$ cat src/rtl/sseg_frame_decoder.sv
// sseg_frame_decoder: receive-side decoder for the 3-digit multiplexed
// seven-segment bus. It synchronizes the enables and segments, waits for each
// digit slot to hold steady, inverts the segment table back to 5-bit symbol
// codes, and pulses frame_valid once all three slots have been captured.
module sseg_frame_decoder #(
  parameter int STABLE_CYCLES = 16
) (
  input  logic       clk,
  input  logic       reset,
  input  logic [2:0] an_in,
  input  logic [7:0] sseg_in,
  output logic [4:0] hex2,
  output logic [4:0] hex1,
  output logic [4:0] hex0,
  output logic [2:0] dp_out,
  output logic [2:0] en_out,
  output logic       frame_valid,
  output logic       seg_err,
  output logic       an_err
);

  localparam int RW = $clog2(STABLE_CYCLES + 1);
  localparam logic [RW-1:0] R_MAX = RW'(STABLE_CYCLES);

  // two-flop synchronizers, then the previous synchronized value
  logic [2:0]         r_an_m, r_an_s, r_an_p;
  logic [7:0]         r_ss_m, r_ss_s, r_ss_p;
  logic [RW-1:0]      r_run;
  logic               r_first;
  logic [2:0][4:0]    r_hex;
  logic [2:0]         r_dp, r_en, r_mask;
  logic               r_fv, r_se, r_ae;

  logic               w_chg;
  logic [RW-1:0]      w_run_nxt;
  logic               w_slot_ok;
  logic [1:0]         w_slot;
  logic [4:0]         w_code;
  logic               w_known;
  logic               w_cap;
  logic [2:0]         w_mask_set;
  logic               w_an_ill;

  // Synchronize the raw bus; reset parks it at idle/blank.
  always_ff @(posedge clk) begin
    if (reset) begin
      r_an_m <= 3'b111;
      r_an_s <= 3'b111;
      r_ss_m <= 8'hFF;
      r_ss_s <= 8'hFF;
    end else begin
      r_an_m <= an_in;
      r_an_s <= r_an_m;
      r_ss_m <= sseg_in;
      r_ss_s <= r_ss_m;
    end
  end

  // Run-length of the current synchronized value, saturating at R_MAX.
  always_comb begin
    w_chg     = ({r_an_s, r_ss_s} != {r_an_p, r_ss_p});
    w_run_nxt = r_run;
    if (w_chg)               w_run_nxt = RW'(1);
    else if (r_run != R_MAX) w_run_nxt = r_run + RW'(1);
    w_an_ill  = !(r_an_s == 3'b110 || r_an_s == 3'b101 ||
                  r_an_s == 3'b011 || r_an_s == 3'b111);
  end

  // Track the dwell; r_first marks the single cycle the run first hits R_MAX,
  // while r_an_p/r_ss_p still hold the value that was stable.
  always_ff @(posedge clk) begin
    if (reset) begin
      r_an_p  <= 3'b111;
      r_ss_p  <= 8'hFF;
      r_run   <= '0;
      r_first <= 1'b0;
    end else begin
      r_an_p  <= r_an_s;
      r_ss_p  <= r_ss_s;
      r_run   <= w_run_nxt;
      r_first <= (w_run_nxt == R_MAX) && (r_run != R_MAX);
    end
  end

  // Slot select from the stable enable value (idle and illegal never capture).
  always_comb begin
    w_slot_ok = 1'b1;
    w_slot    = 2'd0;
    case (r_an_p)
      3'b110:  w_slot = 2'd0;
      3'b101:  w_slot = 2'd1;
      3'b011:  w_slot = 2'd2;
      default: w_slot_ok = 1'b0;
    endcase
    w_cap      = r_first && w_slot_ok;
    w_mask_set = r_mask | (3'b001 << w_slot);
  end

  // Inverse segment table; unknown patterns decode to 1F.
  always_comb begin
    w_known = 1'b1;
    w_code  = 5'h1F;
    case (r_ss_p[6:0])
      7'b0000001: w_code = 5'h00;
      7'b1001111: w_code = 5'h01;
      7'b0010010: w_code = 5'h02;
      7'b0000110: w_code = 5'h03;
      7'b1001100: w_code = 5'h04;
      7'b0100100: w_code = 5'h05;
      7'b0100000: w_code = 5'h06;
      7'b0001111: w_code = 5'h07;
      7'b0000000: w_code = 5'h08;
      7'b0000100: w_code = 5'h09;
      7'b0001000: w_code = 5'h0A;
      7'b1100000: w_code = 5'h0B;
      7'b0110001: w_code = 5'h0C;
      7'b1000010: w_code = 5'h0D;
      7'b0110000: w_code = 5'h0E;
      7'b0111000: w_code = 5'h0F;
      7'b1000001: w_code = 5'h10;
      7'b1111100: w_code = 5'h11;
      7'b1111111: w_code = 5'h12;
      7'b0001001: w_code = 5'h13;
      7'b1100010: w_code = 5'h14;
      7'b0011100: w_code = 5'h15;
      7'b1111001: w_code = 5'h16;
      7'b1001001: w_code = 5'h17;
      default:    w_known = 1'b0;
    endcase
  end

  // Capture into the slot registers, advance the seen mask, raise pulses.
  always_ff @(posedge clk) begin
    if (reset) begin
      r_hex  <= {3{5'h12}};
      r_dp   <= '0;
      r_en   <= '0;
      r_mask <= '0;
      r_fv   <= 1'b0;
      r_se   <= 1'b0;
      r_ae   <= 1'b0;
    end else begin
      r_fv <= 1'b0;
      r_se <= 1'b0;
      r_ae <= w_an_ill && (r_an_s != r_an_p);
      if (w_cap) begin
        r_hex[w_slot] <= w_code;
        r_dp[w_slot]  <= ~r_ss_p[7];
        r_en[w_slot]  <= !(w_known && (r_ss_p[6:0] == 7'h7F));
        r_se          <= !w_known;
        if (w_mask_set == 3'b111) begin
          r_mask <= '0;
          r_fv   <= 1'b1;
        end else begin
          r_mask <= w_mask_set;
        end
      end
    end
  end

  assign hex0        = r_hex[0];
  assign hex1        = r_hex[1];
  assign hex2        = r_hex[2];
  assign dp_out      = r_dp;
  assign en_out      = r_en;
  assign frame_valid = r_fv;
  assign seg_err     = r_se;
  assign an_err      = r_ae;

endmodule
$ cat config.mk
export PLATFORM = sky130hd
export DESIGN_NAME = sseg_frame_decoder
export DESIGN_NICKNAME = d
export VERILOG_FILES = /design/src/rtl/sseg_frame_decoder.sv
export SDC_FILE = /design/constraint.sdc
export NUM_CORES = 1
export LEC_CHECK = 0
export CORE_ASPECT_RATIO = 1.25
export CORE_MARGIN = 3
export CORE_UTILIZATION = 49
export CTS_CLUSTER_SIZE = 10
export DETAILED_ROUTE_END_ITERATION = 16
export PLACE_DENSITY = 0.75
export SYNTH_ARGS = -nofsm -noshare
export SYNTH_HDL_FRONTEND = slang
export SYNTH_SLANG_ARGS = --single-unit
$ cat constraint.sdc
create_clock -name clk -period 2 [get_ports clk]
set_clock_uncertainty 0.2 [all_clocks]
set_input_delay 0.6 -clock clk [delete_from_list [all_inputs] [get_ports clk]]
set_output_delay 0.6 -clock clk [all_outputs]
set_load 0.005 [all_outputs]
==> qor.csv <==
metric,value,unit
run_status,"complete, but fails checks",
violations,negative setup slack,
post-dp-hpwl,5.12,mm
setup_total_negative_slack,-1.89,ns
clk_path_buf_depth,2,
grt_pass1_vias,2557,
slew_headroom,73.2,%
p_per_area,647,nW/um2
cts.clk_slew.worst_paths,0.07,ns
grt_max_degree,21,
synth_top_area_share,45.5,%
cts_tree,done,
portBuffers,36,
worst_slew_pin_slew,0.401,ns
cts_sinks,66,
yosysMostFrequentCell,dfxtp_1,
ys_seq_area_share,45.5,%
root_buffer,clkbuf_8,
finalWorstSetupSlack,-0.183,ns
avgRoutedWirePerCell,15.3,um
drv_slew,0,
final_cells,489,
hold_path_class,reg2reg,
p_leak,0.00190,uW
cts_hold_buf,0,
netlist_area,2900,um2
via_count,2660,
crit_slowest_cell,a2111oi_2,
start_util,51.9,%
hold_start,r_ss_m[4],
clock.fmax,0.458,GHz
postSynth.asyncResetShare,0,%
synth_area_per_cell,9.18,um2
rows,30,
finalCritPeriodShare,109,%
hold_violations,0,
critPathMostFrequentCell,a211oi_2,
grtUsageTotal,22.2,%
path_max_fanout,4,
die_x,74.8,um
antenna_cells,0,
netlist_instances,316,
end_kind,flop,
nets,435,
dieArea,6890,um2
r2r_slack,-0.18,ns
hold_path_depth,1,
core-area,5590,um2
worstReg2RegStart,r_ss_p[3],
path_cells,"buf_4, or3b_4, a2111oi_2, a211oi_2, nand3_1, a21oi_4, a211oi_2",
grt_antenna_before_repair,0,
cts-buffers-inserted,9,
grt_setup_unrepaired,yes,
synth_ff_type,dfxtp_1,
first_iter_violations,116,
grt_use_met1,26.1,%
clock_latency,0.33,ns
ir_drop,0.626,mV
required,2.05,ns
overflow,0,
syn_nets,331,
post-route-min-period,2.18,ns
gp_congestion,0.843,
r2r_cells,7,
areaGrowthSynthToFinish,49.9,%
critPathLaunchType,flop,
setup_viol_count_final,16,
io_pins,37,
gr-usage-met3,5.26,%
dr.pass1.iters,4,
arrival,2.23,ns
dp_cells,451,
drt-total-wl,7.51,mm
yosys.cell_types.count,59,
synth_edf_count,0,
clock_tree.htree_level_count,3,
globalRoute.busiestLayer,met2,
ant_nets,0,
yosys_warnings,0,
synth_common_cells,"66 x dfxtp_1, 34 x or2_2, 29 x nor2_1",
viasPerCell,5.44,
met2_usage,38.7,%
worstReg2RegEnd,hex1[2],
drc,0,
path_class,reg2reg,
yosysTopAreaCell,dfxtp_1,
die_y,92.0,um
final_layout_size_suffix_gt1_share,40.5,%
pre_cts_slack,-0.253,ns
ys_seq_elements,66,
synthTopCellsByArea,"dfxtp_1 46%, or2_2 7.3%, xnor2_1 4.5%",
critical_path.max_stage_delay,0.48,ns
grt_pass1_wl,11.9,mm
worst_hold_path.endpoint,r_ss_s[4],
max_cap_violations,0,
worst max-delay path by stage:
| stage | from | to | slack, ns | cells after the start |
|---|---|---|---|---|
| 3_5_place_dp | r_ss_p[6] | hex1[1] | -0.25 | 6 |
| 2_1_floorplan | r_ss_p[1] | seg_err | 0.001 | 7 |
| 6_report | r_ss_p[3] | hex1[2] | -0.18 | 7 |
| 5_1_grt | r_ss_p[3] | hex1[2] | -0.24 | 7 |
| 3_3_place_gp | r_ss_p[6] | seg_err | -0.24 | 6 |
| 4_1_cts | r_ss_p[3] | seg_err | -0.18 | 7 |
metal layers:
| metal | vias to the layer above | part of all wire, % |
|---|---|---|
| li1 | 1326 | - |
| met1 | 1230 | 41 |
| met2 | 88 | 52 |
| met3 | 16 | 3.9 |
| met4 | 0 | 3.1 |
| met5 | - | 0 |
power breakdown:
group          internal [uW]  switching, uW
Sequential              1340           23.4
Clock                    648            512
Combinational            161            136
Total                   2150            671
stage by stage:
stage,util (%),instance area (um2),hold WS [ns],power (uW)
after floorplan,-,2910,0.189,1530
after global placement,65.6,3670,0.191,1620
after detailed placement,65.6,3670,0.193,1630
after CTS,73.2,4090,0.210,2800
after global routing,77.8,4350,0.226,2920
final,77.8,4350,0.210,2820
sequential cells by signal, summed over array words and instances (netlist names):
| signal | cells |
|---|---|
| r_run | 5 |
| hex1 | 5 |
| r_an_s | 3 |
| hex0 | 5 |
| r_ss_m | 8 |
| en_out | 3 |
| r_mask | 3 |
| dp_out | 3 |
| hex2 | 5 |
| frame_valid | 1 |
| seg_err | 1 |
| r_an_m | 3 |
| r_ss_p | 8 |
| an_err | 1 |
| r_ss_s | 8 |
| r_first | 1 |
| r_an_p | 3 |
layout by cell type, fill, tap and decap left out, types with 4 or more instances in the layout:
cell	count
clkbuf_8	11
clkdlybuf4s50_1	17
dlymetal6s2s_1	16
nand3_1	11
o21ai_1	4
dfxtp_4	7
or2_2	34
buf_4	69
dfxtp_1	58
nor2_1	29
nand2_1	8
o21ai_0	5
xnor2_1	15
nor2b_1	4
nor3_1	10
buf_6	9
xor2_1	6
inv_1	6
nand3b_1	6
a211oi_1	6
a21oi_1	10
a211oi_2	4
nand4_1	7
area by class of cell:
cell class | count | area, um2
inverter | 6 | 22.5
fill | 385 | 1240
timing repair buffer | 116 | 1050
multi-input combinational | 221 | 1640
clock inverter | 5 | 60.1
sequential | 66 | 1350
tap | 64 | 80.1
clock buffer | 11 | 151
cell families after synthesis:
kind of cell             Yosys count  share of synthesized area [%]
XOR/XNOR                          22                           6.90
adder cells (fa/ha/maj)            2                          0.862
flip-flops                        66                           45.5
AND/OR/NAND/NOR                  139                           27.4
buffers and inverters             29                           4.48
AO/OA/AOI/OAI                     58                           14.8
worst max-delay path: cells and delay by family (launching register included):
kind / cells / cell delay, ns
AND/OR/NAND/NOR: 2 / 0.56
flip-flops: 1 / 0.36
buffers and inverters: 1 / 0.14
AO/OA/AOI/OAI: 4 / 0.84
repair_timing:
| action | 4_1_cts | 5_1_grt |
|---|---|---|
| buffers inserted | 12 | 10 |
| pin swaps | 12 | 17 |
| gates resized for setup | 36 | 48 |
| setup endpoints to repair | 20 | 35 |
| cloned | 0 | 1 |
(Power assumes the default switching activity.)
